--- config.mk ---
export PLATFORM = sky130hd
export DESIGN_NAME = fetch_hazard_ctrl
export DESIGN_NICKNAME = d
export VERILOG_FILES = /design/src/rtl/fetch_pkg.sv /design/src/rtl/hazard_scoreboard.sv /design/src/rtl/fetch_hazard_ctrl.sv
export SDC_FILE = /design/constraint.sdc
export NUM_CORES = 1
export LEC_CHECK = 0
export ABC_CLOCK_PERIOD_IN_PS = 4000
export CORE_ASPECT_RATIO = 0.8
export CORE_UTILIZATION = 50
export CTS_CLUSTER_SIZE = 8
export DETAILED_ROUTE_END_ITERATION = 8
export GPL_TIMING_DRIVEN = 0
export PLACE_DENSITY = 0.76
export SLEW_MARGIN = 20
export SYNTH_ARGS = -nofsm -noshare
export SYNTH_HDL_FRONTEND = slang
export SYNTH_SLANG_ARGS = --single-unit
--- constraint.sdc ---
create_clock -name CLK_SYS -period 4 [get_ports CLK_SYS]
set_clock_uncertainty 0.1 [all_clocks]
set_input_delay 0.8 -clock CLK_SYS [delete_from_list [all_inputs] [get_ports CLK_SYS]]
set_output_delay 0.8 -clock CLK_SYS [all_outputs]
set_load 0.1 [all_outputs]
--- src/rtl/fetch_pkg.sv ---
// Shared definitions for the fetch sequencer: opcodes, the bubble word,
// the controller state type and instruction field decode helpers.
package fetch_pkg;

  localparam logic [5:0]  OP_ALU      = 6'b000001;
  localparam logic [5:0]  OP_LOAD     = 6'b000010;
  localparam logic [5:0]  OP_STORE    = 6'b000011;

  // Bubble is "load into scratch R7", harmless to the register file.
  localparam logic [31:0] BUBBLE      = 32'h08E7_0500;
  localparam logic [4:0]  SCRATCH_REG = 5'd7;

  typedef enum logic [1:0] {
    IDLE  = 2'd0,
    PRIME = 2'd1,
    RUN   = 2'd2,
    DONE  = 2'd3
  } state_t;

  // Register usage of one instruction word; disabled fields are don't-care.
  typedef struct packed {
    logic       src1_en;
    logic [4:0] src1;
    logic       src2_en;
    logic [4:0] src2;
    logic       dest_en;
    logic [4:0] dest;
  } decode_t;

  function automatic logic [5:0] get_op(input logic [31:0] w);
    return 6'(w >> 26);
  endfunction

  function automatic logic [4:0] get_rs(input logic [31:0] w);
    return 5'(w >> 21);
  endfunction

  function automatic logic [4:0] get_rt(input logic [31:0] w);
    return 5'(w >> 16);
  endfunction

  function automatic logic [4:0] get_rd(input logic [31:0] w);
    return 5'(w >> 11);
  endfunction

  // Scratch register R7 never creates or consumes a dependency.
  function automatic decode_t decode_word(input logic [31:0] w);
    decode_t d;
    d = '0;
    case (get_op(w))
      OP_ALU: begin
        d.src1_en = 1'b1;
        d.src1    = get_rs(w);
        d.src2_en = 1'b1;
        d.src2    = get_rt(w);
        d.dest_en = 1'b1;
        d.dest    = get_rd(w);
      end
      OP_LOAD: begin
        d.dest_en = 1'b1;
        d.dest    = get_rt(w);
      end
      OP_STORE: begin
        d.src1_en = 1'b1;
        d.src1    = get_rt(w);
      end
      default: begin
      end
    endcase
    if (d.src1 == SCRATCH_REG) d.src1_en = 1'b0;
    if (d.src2 == SCRATCH_REG) d.src2_en = 1'b0;
    if (d.dest == SCRATCH_REG) d.dest_en = 1'b0;
    return d;
  endfunction

endpackage

--- src/rtl/hazard_scoreboard.sv ---
// Shift register of destinations of the last DEPTH issue slots, compared
// against the sources of the current candidate to flag read-after-write.
module hazard_scoreboard
  import fetch_pkg::*;
#(
  parameter int DEPTH = 3
) (
  input  logic       CLK_SYS,
  input  logic       RST_SYS_N,
  input  logic       shift_en,
  input  logic       dest_en,
  input  logic [4:0] dest,
  input  logic       src1_en,
  input  logic [4:0] src1,
  input  logic       src2_en,
  input  logic [4:0] src2,
  output logic       hazard
);

  logic [DEPTH-1:0]      vld_q, vld_d;
  logic [DEPTH-1:0][4:0] reg_q, reg_d;

  // Next scoreboard contents: newest slot enters at index 0, oldest falls off.
  always_comb begin
    vld_d = vld_q;
    reg_d = reg_q;
    if (shift_en) begin
      vld_d[0] = dest_en && (dest != SCRATCH_REG);
      reg_d[0] = dest;
      for (int i = 1; i < DEPTH; i++) begin
        vld_d[i] = vld_q[i-1];
        reg_d[i] = reg_q[i-1];
      end
    end
  end

  // Any pending destination matching any live source stalls the candidate.
  always_comb begin
    hazard = 1'b0;
    for (int i = 0; i < DEPTH; i++) begin
      if (vld_q[i] && ((src1_en && (reg_q[i] == src1)) ||
                       (src2_en && (reg_q[i] == src2)))) begin
        hazard = 1'b1;
      end
    end
  end

  // Scoreboard storage.
  always_ff @(posedge CLK_SYS or negedge RST_SYS_N) begin
    if (!RST_SYS_N) begin
      vld_q <= '0;
      reg_q <= '0;
    end else begin
      vld_q <= vld_d;
      reg_q <= reg_d;
    end
  end

endmodule

--- src/rtl/fetch_hazard_ctrl.sv ---
// Fetch sequencer: walks pc from start_addr to end_addr, issues one word per
// cycle to decode and inserts bubbles while the scoreboard reports a hazard.
module fetch_hazard_ctrl
  import fetch_pkg::*;
#(
  parameter int HAZ_DEPTH = 3
) (
  input  logic        CLK_SYS,
  input  logic        RST_SYS_N,
  input  logic        start,
  input  logic [9:0]  start_addr,
  input  logic [9:0]  end_addr,
  output logic [9:0]  pc,
  input  logic [31:0] instruction,
  output logic [31:0] issue_instr,
  output logic        issue_valid,
  output logic        busy,
  output logic        done,
  output logic [15:0] stall_cnt
);

  state_t      state_q, state_d;
  logic [9:0]  pc_q, pc_d;
  logic [9:0]  end_q, end_d;
  logic        hold_vld_q, hold_vld_d;
  logic [31:0] hold_q, hold_d;
  logic [31:0] issue_instr_q, issue_instr_d;
  logic        issue_valid_q, issue_valid_d;
  logic [15:0] stall_cnt_q, stall_cnt_d;

  logic [31:0] cand;
  decode_t     cand_dec;
  logic [9:0]  cand_addr;
  logic        hazard;
  logic        sb_shift;
  logic        sb_dest_en;

  // A stalled word waits in hold; otherwise the memory bus is the candidate.
  // pc always sits one past the candidate's address while running.
  always_comb begin
    cand      = hold_vld_q ? hold_q : instruction;
    cand_dec  = decode_word(cand);
    cand_addr = pc_q - 10'd1;
  end

  hazard_scoreboard #(
    .DEPTH(HAZ_DEPTH)
  ) u_scoreboard (
    .CLK_SYS  (CLK_SYS),
    .RST_SYS_N(RST_SYS_N),
    .shift_en (sb_shift),
    .dest_en  (sb_dest_en),
    .dest     (cand_dec.dest),
    .src1_en  (cand_dec.src1_en),
    .src1     (cand_dec.src1),
    .src2_en  (cand_dec.src2_en),
    .src2     (cand_dec.src2),
    .hazard   (hazard)
  );

  // Controller next-state: start handling, priming and issue/stall decisions.
  always_comb begin
    state_d       = state_q;
    pc_d          = pc_q;
    end_d         = end_q;
    hold_vld_d    = hold_vld_q;
    hold_d        = hold_q;
    issue_instr_d = BUBBLE;
    issue_valid_d = 1'b0;
    stall_cnt_d   = stall_cnt_q;
    sb_shift      = 1'b0;
    sb_dest_en    = 1'b0;
    case (state_q)
      IDLE, DONE: begin
        if (start) begin
          end_d       = end_addr;
          stall_cnt_d = '0;
          pc_d        = start_addr;
          state_d     = PRIME;
        end
      end
      PRIME: begin
        pc_d    = pc_q + 10'd1;
        state_d = RUN;
      end
      RUN: begin
        sb_shift = 1'b1;
        if (hazard) begin
          if (stall_cnt_q != 16'hFFFF) stall_cnt_d = stall_cnt_q + 16'd1;
          if (!hold_vld_q) begin
            hold_vld_d = 1'b1;
            hold_d     = instruction;
          end
        end else begin
          issue_instr_d = cand;
          issue_valid_d = 1'b1;
          hold_vld_d    = 1'b0;
          sb_dest_en    = cand_dec.dest_en;
          if (cand_addr == end_q) begin
            state_d = DONE;
          end else begin
            pc_d = pc_q + 10'd1;
          end
        end
      end
      default: state_d = IDLE;
    endcase
  end

  // Controller registers; reset discards any in-flight hold.
  always_ff @(posedge CLK_SYS or negedge RST_SYS_N) begin
    if (!RST_SYS_N) begin
      state_q       <= IDLE;
      pc_q          <= '0;
      end_q         <= '0;
      hold_vld_q    <= 1'b0;
      hold_q        <= '0;
      issue_instr_q <= BUBBLE;
      issue_valid_q <= 1'b0;
      stall_cnt_q   <= '0;
    end else begin
      state_q       <= state_d;
      pc_q          <= pc_d;
      end_q         <= end_d;
      hold_vld_q    <= hold_vld_d;
      hold_q        <= hold_d;
      issue_instr_q <= issue_instr_d;
      issue_valid_q <= issue_valid_d;
      stall_cnt_q   <= stall_cnt_d;
    end
  end

  assign pc          = pc_q;
  assign issue_instr = issue_instr_q;
  assign issue_valid = issue_valid_q;
  assign busy        = (state_q == PRIME) || (state_q == RUN);
  assign done        = (state_q == DONE);
  assign stall_cnt   = stall_cnt_q;

endmodule

[Word level (Yosys, flattened, before mapping)]
Cells that the tools add are included.
Word-level totals
  input bits: 55
  output and inout bits: 61
  logic and storage cells: 91
  register bits: 122
Cells by class
  add/subtract/negate cells: 3
  muxes and demuxes: 30
  eq/ne operators: 24
  reductions and logical operators: 22
Operators with widths (count)
  32-bit 2-to-1 mux: 3
  16-bit 2-to-1 mux: 3
  16-bit case mux with 2 select lines: 1
  5-bit == test: 6
  10-bit 2-to-1 mux: 3
  10-bit case mux with 3 select lines: 1
  6-bit case mux with 2 select lines: 2
  16-bit by 1-bit adder with 16-bit output, second input constant: 1
  16-bit inequality test, second input constant: 1
  5-bit by 3-bit == test with 1-bit output, second input constant: 3
  6-bit by 2-bit == test with 1-bit output, second input constant: 2
  1-bit 2-to-1 mux: 12
  2-bit inequality test, second input constant: 6
  10-bit by 1-bit adder with 10-bit output, second input constant: 1
  10-bit == test: 1
  1-bit logical AND: 10
  10-bit by 1-bit subtractor with 10-bit output, second input constant: 1
  6-bit by 1-bit == test with 1-bit output, second input constant: 1
  2-bit 2-to-1 mux: 3
  6-bit 2-to-1 mux: 1
  2-bit case mux with 3 select lines: 1
  3-bit AND reduction: 2
  5-bit by 3-bit inequality test with 1-bit output, second input constant: 1
  2-bit == test, second input constant: 2
  7 further kinds: 11

[Logic depth before layout (Yosys ltp)]
  depth in word-level cells: 14
  gate-level depth with buffers: 15
  gate-level depth less buffers: 11

[Hierarchy]
Synthesis repeated with hierarchy kept, for this count alone.
Unflattened totals
  cell total of the unflattened synthesis: 582
  area total of the unflattened synthesis: 6180.9 um^2
Modules (own cells, without submodules)
  fetch_hazard_ctrl: cells each 495, seq. area each 2613.8 um^2, area an instance 5151.2 um^2, times used 1
  hazard_scoreboard: cells each 87, seq. area each 450.4 um^2, area an instance 1029.7 um^2, times used 1

[Least setup slack after synthesis]
No wires, ideal clock.
  path kind: reg-to-reg
  start: register pc_q[0] (netlist: pc[0])
  end: register pc_q[1] (netlist: pc[1])
  buffers on the path: 2
  data required time: 3.823 ns
  cell stages (with the launch flop): 13
  slack: 0.193 ns
  period minus slack after synthesis: 3.807 ns
  data arrival time: 3.630 ns
  library setup time: 0.077 ns
  cells stage by stage: dfrtp_1 > clkbuf_1 > inv_1 > ha_1 > or4b_2 > o21ai_0 > a211oi_1 > nor4_1 > clkbuf_1 > inv_1 > and4_1 > a311o_1 > a21oi_1
Between the ends
  cells in the longest elaborated chain, start to end: 4
  elaborated cells on any way between the ends: 8
  those cells by class: add/sub (2); eq/ne (2); mux (3); reduce/logical (1)
Ends and longest elaborated chain
  start: declaration: RTL line fetch_hazard_ctrl.sv:23  | logic [9:0] pc_q, pc_d;
  start signal: assignment: RTL line fetch_hazard_ctrl.sv:123  | pc_q <= pc_d;
  10-bit by 1-bit subtractor with 10-bit output / 10-bit by 1-bit adder with 10-bit output (equally long branches): RTL line fetch_hazard_ctrl.sv:43, fetch_hazard_ctrl.sv:83, fetch_hazard_ctrl.sv:102
  10-bit == test / 10-bit 2-to-1 mux (equally long branches): RTL line fetch_hazard_ctrl.sv:99  | if (cand_addr == end_q) begin
  2-bit inequality test (no source line) / 10-bit 2-to-1 mux (equally long branches)
  3-bit AND reduction (no source line) / 10-bit case mux with 3 select lines (equally long branches)
Parallel ways exist; a longest one is shown, timed or not. The select of a mux whose other input is x is not followed.
A chain may end at the register's enable or synchronous reset.

[Worst setup path in the final report]
  start: input instruction[27]
  end: register issue_instr_q[18] (netlist: issue_instr[18])
Between the ends
  cells in the longest elaborated chain, start to end: 13
  elaborated cells on any way between the ends: 32
  those cells by class: eq/ne (10); mux (10); reduce/logical (12)
Ends and longest elaborated chain
  start: declaration: RTL line fetch_hazard_ctrl.sv:14  | input logic [31:0] instruction,
  32-bit 2-to-1 mux *
  6-bit by 2-bit == test with 1-bit output / 6-bit by 1-bit == test with 1-bit output (equally long branches): RTL line fetch_pkg.sv:50  | case (get_op(w))
  6-bit case mux with 2 select lines / 6-bit 2-to-1 mux (equally long branches): RTL line fetch_pkg.sv:50
  5-bit by 3-bit == test with 1-bit output, on equally long branches: RTL line fetch_pkg.sv:70, fetch_pkg.sv:71
  1-bit 2-to-1 mux, on equally long branches: RTL line fetch_pkg.sv:70, fetch_pkg.sv:71
  1-bit logical AND, on equally long branches: RTL line hazard_scoreboard.sv:41, hazard_scoreboard.sv:42
  1-bit logical OR: RTL line hazard_scoreboard.sv:41  | if (vld_q[i] && ((src1_en && (reg_q[i] == src1)) ||
  1-bit logical AND: RTL line hazard_scoreboard.sv:41
  1-bit 2-to-1 mux (2 in a row): RTL line hazard_scoreboard.sv:41
  1-bit 2-to-1 mux *: RTL line hazard_scoreboard.sv:41
  32-bit 2-to-1 mux *: RTL line fetch_hazard_ctrl.sv:88  | if (hazard) begin
  32-bit 2-to-1 mux *: RTL line fetch_hazard_ctrl.sv:73  | case (state_q)
  net issue_instr_d[18]: RTL line fetch_hazard_ctrl.sv:27  | logic [31:0] issue_instr_q, issue_instr_d;
  end signal: assignment: RTL line fetch_hazard_ctrl.sv:127  | issue_instr_q <= issue_instr_d;
  end: declaration: RTL line fetch_hazard_ctrl.sv:27
Mark *: on every way through the listed nets, which the timed path passes. The rest lies on a longest branch.

==> metrics.md <==
| Metric | Value |
|---|---|
| WL/cell | 18.6 µm |
| Yosys cell types | 70 |
| Final Net Count | approximately 870 |
| Port Buf Inserts | about 110 |
| Crit path arrival time | 4.05 ns |
| P_sw | 3.49 mW |
| Starting Density | between 50% and 60% |
| Status | finished, final reports clean |
| Max FO, Critical Path | 10 |
| Count leader, synth | dfrtp_1 |
| Sink Count | 122 |
| Period minus WS final | 3.82 ns |
| Setup-failing EPs final | 0 |
| Crit start category | input port |
| Final period utilization | 95.5% |
| WS Path Type | in -> reg |
| Initial antenna violation count | 0 |
| Final Slew Violations | 0 |
| Synthesized cell area | 6730 µm² |
| Top cells by area, synth | dfrtp_1, mux2i_1, mux2_2, xnor2_1, dfstp_2 |
| Clock power share | 21.6% |
| DR pass1 iterations | 5 |
| Lkg Pwr | roughly 3.7 nW |
| Root Driver | clkbuf_16 |
| Die height | 106 µm |
| Max cap viols | 0 |
| First-pass GRT wire length | a little over 30000 µm |
| Normalized max-slew margin | 32.2% |
| Post-Syn Nets | 725 |
| Final Core Density | around two thirds |
| Layout cells sized above 1 | 13.3% |
| Comb pwr share | 52.4% |
| Via density | 5.92 |
| Clock insertion delay at the later pin of the skew report | 0.41 ns |
| Worst-margin pin slew | 1.01 ns |
| Site Rows | 37 |
| Final WL | ~18000 µm |
| # IOs | 116 |
| FFs w/ async S/R, synth | 100% |
| Pin count of the biggest net entering global routing | 64 |
| Most common library cells after synthesis | dfrtp_1, nand2_1, nor2_1 |
| CTS tree | yes |
| Die area | 13900 µm² |
| RSZ-0062 raised after global routing | no |
| Critical path data required time | 4.23 ns |
| H-tree depth | 4 |
| Crit. End Element | register |
| Post-Syn Instances | 664 |
| Internal power | 4.02 mW |
| Worst-path clk slew | 0.06 ns |
| Routed via count | 5896 |
| Synth Flop Type | dfrtp_1 |
| Area share of the largest cell type after synthesis | a little over two fifths |
| Number of flops mapped to enable cells by yosys | 0 |
| Fin. Hold Viols | 0 |
| Power per Cell Area | ~850 nW/µm² |
| GRT Util Overall | 28.0% |
| Remaining Overflow, GRT | 0 |
| Register area share after synthesis | a little under half |
| Synth-to-layout area growth | 32.1% |
| Drt drc | 0 |
| GP Congestion | 0.926 |
| Hold/Removal Path Class | in -> async |
| Synth warnings | 0 |
| Top cell type by total area after synthesis | dfrtp_1 |
| Max Clock Freq | around 0.26 GHz |
| Maximum VDD drop | around 450 µV |
| Vias in the first global route | 5994 |
| Detailed Place HPWL | approximately 13000 µm |
| Initial drt markers | 572 |
| Syn_area_per_cell | 10.1 µm² |
| Core footprint | between 10000 and 15000 µm² |
| DIE WIDTH | around 130 µm |
| Post-route ant nets | 0 |
| CTS Buffer Depth | 2 |
| Hold-fix buffers, CTS | 0 |
| Synth Register Bits | 122 |
| Num CTS Buffers | 17 |
| Sw frac | 46.5% |
| Setup TNS | 0 ns |
| Diode count | 0 |
| Reg power frac | 26.0% |
[worst max-delay path, stage by stage]
cell	delay [ns]
clkdlybuf4s50_1	0.50
mux2_2	0.35
or4_1	0.53
nand4_1	0.20
nor2_1	0.11
a211oi_4	0.43
buf_4	0.20
and2_1	0.11
buf_2	0.19
nand2_1	0.18
inv_2	0.11
buf_2	0.24
nand2_1	0.08
[routing by layer]
layer	wire length, µm	up-vias	track usage (%)
li1	-	2720	-
met1	8000	2926	37.6
met2	9020	229	44.7
met3	1250	21	6.35
met4	214	0	9.22
met5	0	-	0
[final timing paths]
check | from | to | slack (ns) | depth (start not counted)
max | instruction[27] | issue_instr[18] | 0.18 | 13
min | RST_SYS_N | end_q[6] | 0.25 | 1
max reg2reg | hold_vld_q | issue_instr[18] | 0.28 | 14
min reg2reg | hold_q[11] | hold_q[11] | 0.38 | 1
max in group asynchronous | RST_SYS_N | issue_instr[8] | 2.79 | 2
min in group CLK_SYS | hold_q[11] | hold_q[11] | 0.38 | 1
[state kept, by name, summed over array words and instances (netlist names)]
signal and flops:
stall_cnt 16, hold_vld_q 1, issue_valid 1, u_scoreboard.vld_q 3
hold_q 32, pc 10, u_scoreboard.reg_q 15, issue_instr 32
state_q 2, end_q 10
[repair_timing]
action / in CTS / in global routing
pin swaps: 1 / 2
endpoints found under the setup margin: 52 / 79
gates cloned: 0 / 0
resized for setup: 2 / 13
setup buffers: 3 / 7
[power groups by stage]
stage          Sequential [mW]  Clock, mW  Combinational, mW
2_1_floorplan             2.80          0               2.01
3_3_place_gp              1.94          0               3.70
3_5_place_dp              1.96          0               3.80
4_1_cts                   1.95       1.64               3.83
5_1_grt                   2.00       1.69               4.18
6_report                  1.95       1.62               3.93
[through the flow]
stage | power (mW) | hold slack [ns] | cells | setup slack (ns) | area, µm²
detailed placement | 5.76 | 0.373 | 954 | -0.648 | 8120
global route | 7.87 | 0.297 | 996 | 0.00449 | 8890
finish | 7.51 | 0.247 | 996 | 0.178 | 8890
CTS | 7.42 | 0.276 | 989 | 0.0131 | 8770
floorplan | 4.81 | 0.352 | 664 | 0.193 | 6730
global placement | 5.64 | 0.366 | 953 | -2.69 | 8090
[layout by cell type, fill, tap and decap left out, drive strengths merged, types with 3 or more instances in the layout]
cell type	count
a211oi	8
o21a	5
nor2	52
mux2	45
nand3	22
nand4	11
dfstp	9
o211a	4
ha	6
a221o	4
mux2i	36
nand2b	4
bufinv	4
inv	21
xor2	9
clkbuf	45
o211ai	4
nand2	53
or4	4
o221ai	3
o21bai	3
o21ai	37
a31oi	10
o22ai	6
clkinv	8
nor4	4
buf	24
o311ai	3
and3	15
xnor2	30
nor3	24
nand3b	4
dfrtp	113
or3	13
and2	9
a21oi	19
clkdlybuf4s50	113
o31ai	3
o221a	3
[layout make-up]
class | instances | area, µm²
Timing Repair Buffer | 125 | 1260
Clock buffer | 18 | 429
Inverter | 20 | 75.1
Multi-Input combinational cell | 483 | 3470
Clock inverter | 14 | 195
Tap cell | 175 | 219
Buffer | 39 | 181
Fill cell | 973 | 4120
Sequential cell | 122 | 3060
[cell families (layout without fill, tap and decap cells)]
family | count (synthesis) | in the layout | synth area share, %
xor+xnor | 39 | 39 | 5.08
simple gates | 222 | 222 | 16.3
fa+ha+maj | 6 | 6 | 1.12
compound gates | 135 | 135 | 14.3
mux | 81 | 81 | 14.0
buf+inv | 59 | 216 | 3.70
flops | 122 | 122 | 45.5
Note: power is estimated with default switching activity, not from simulation.
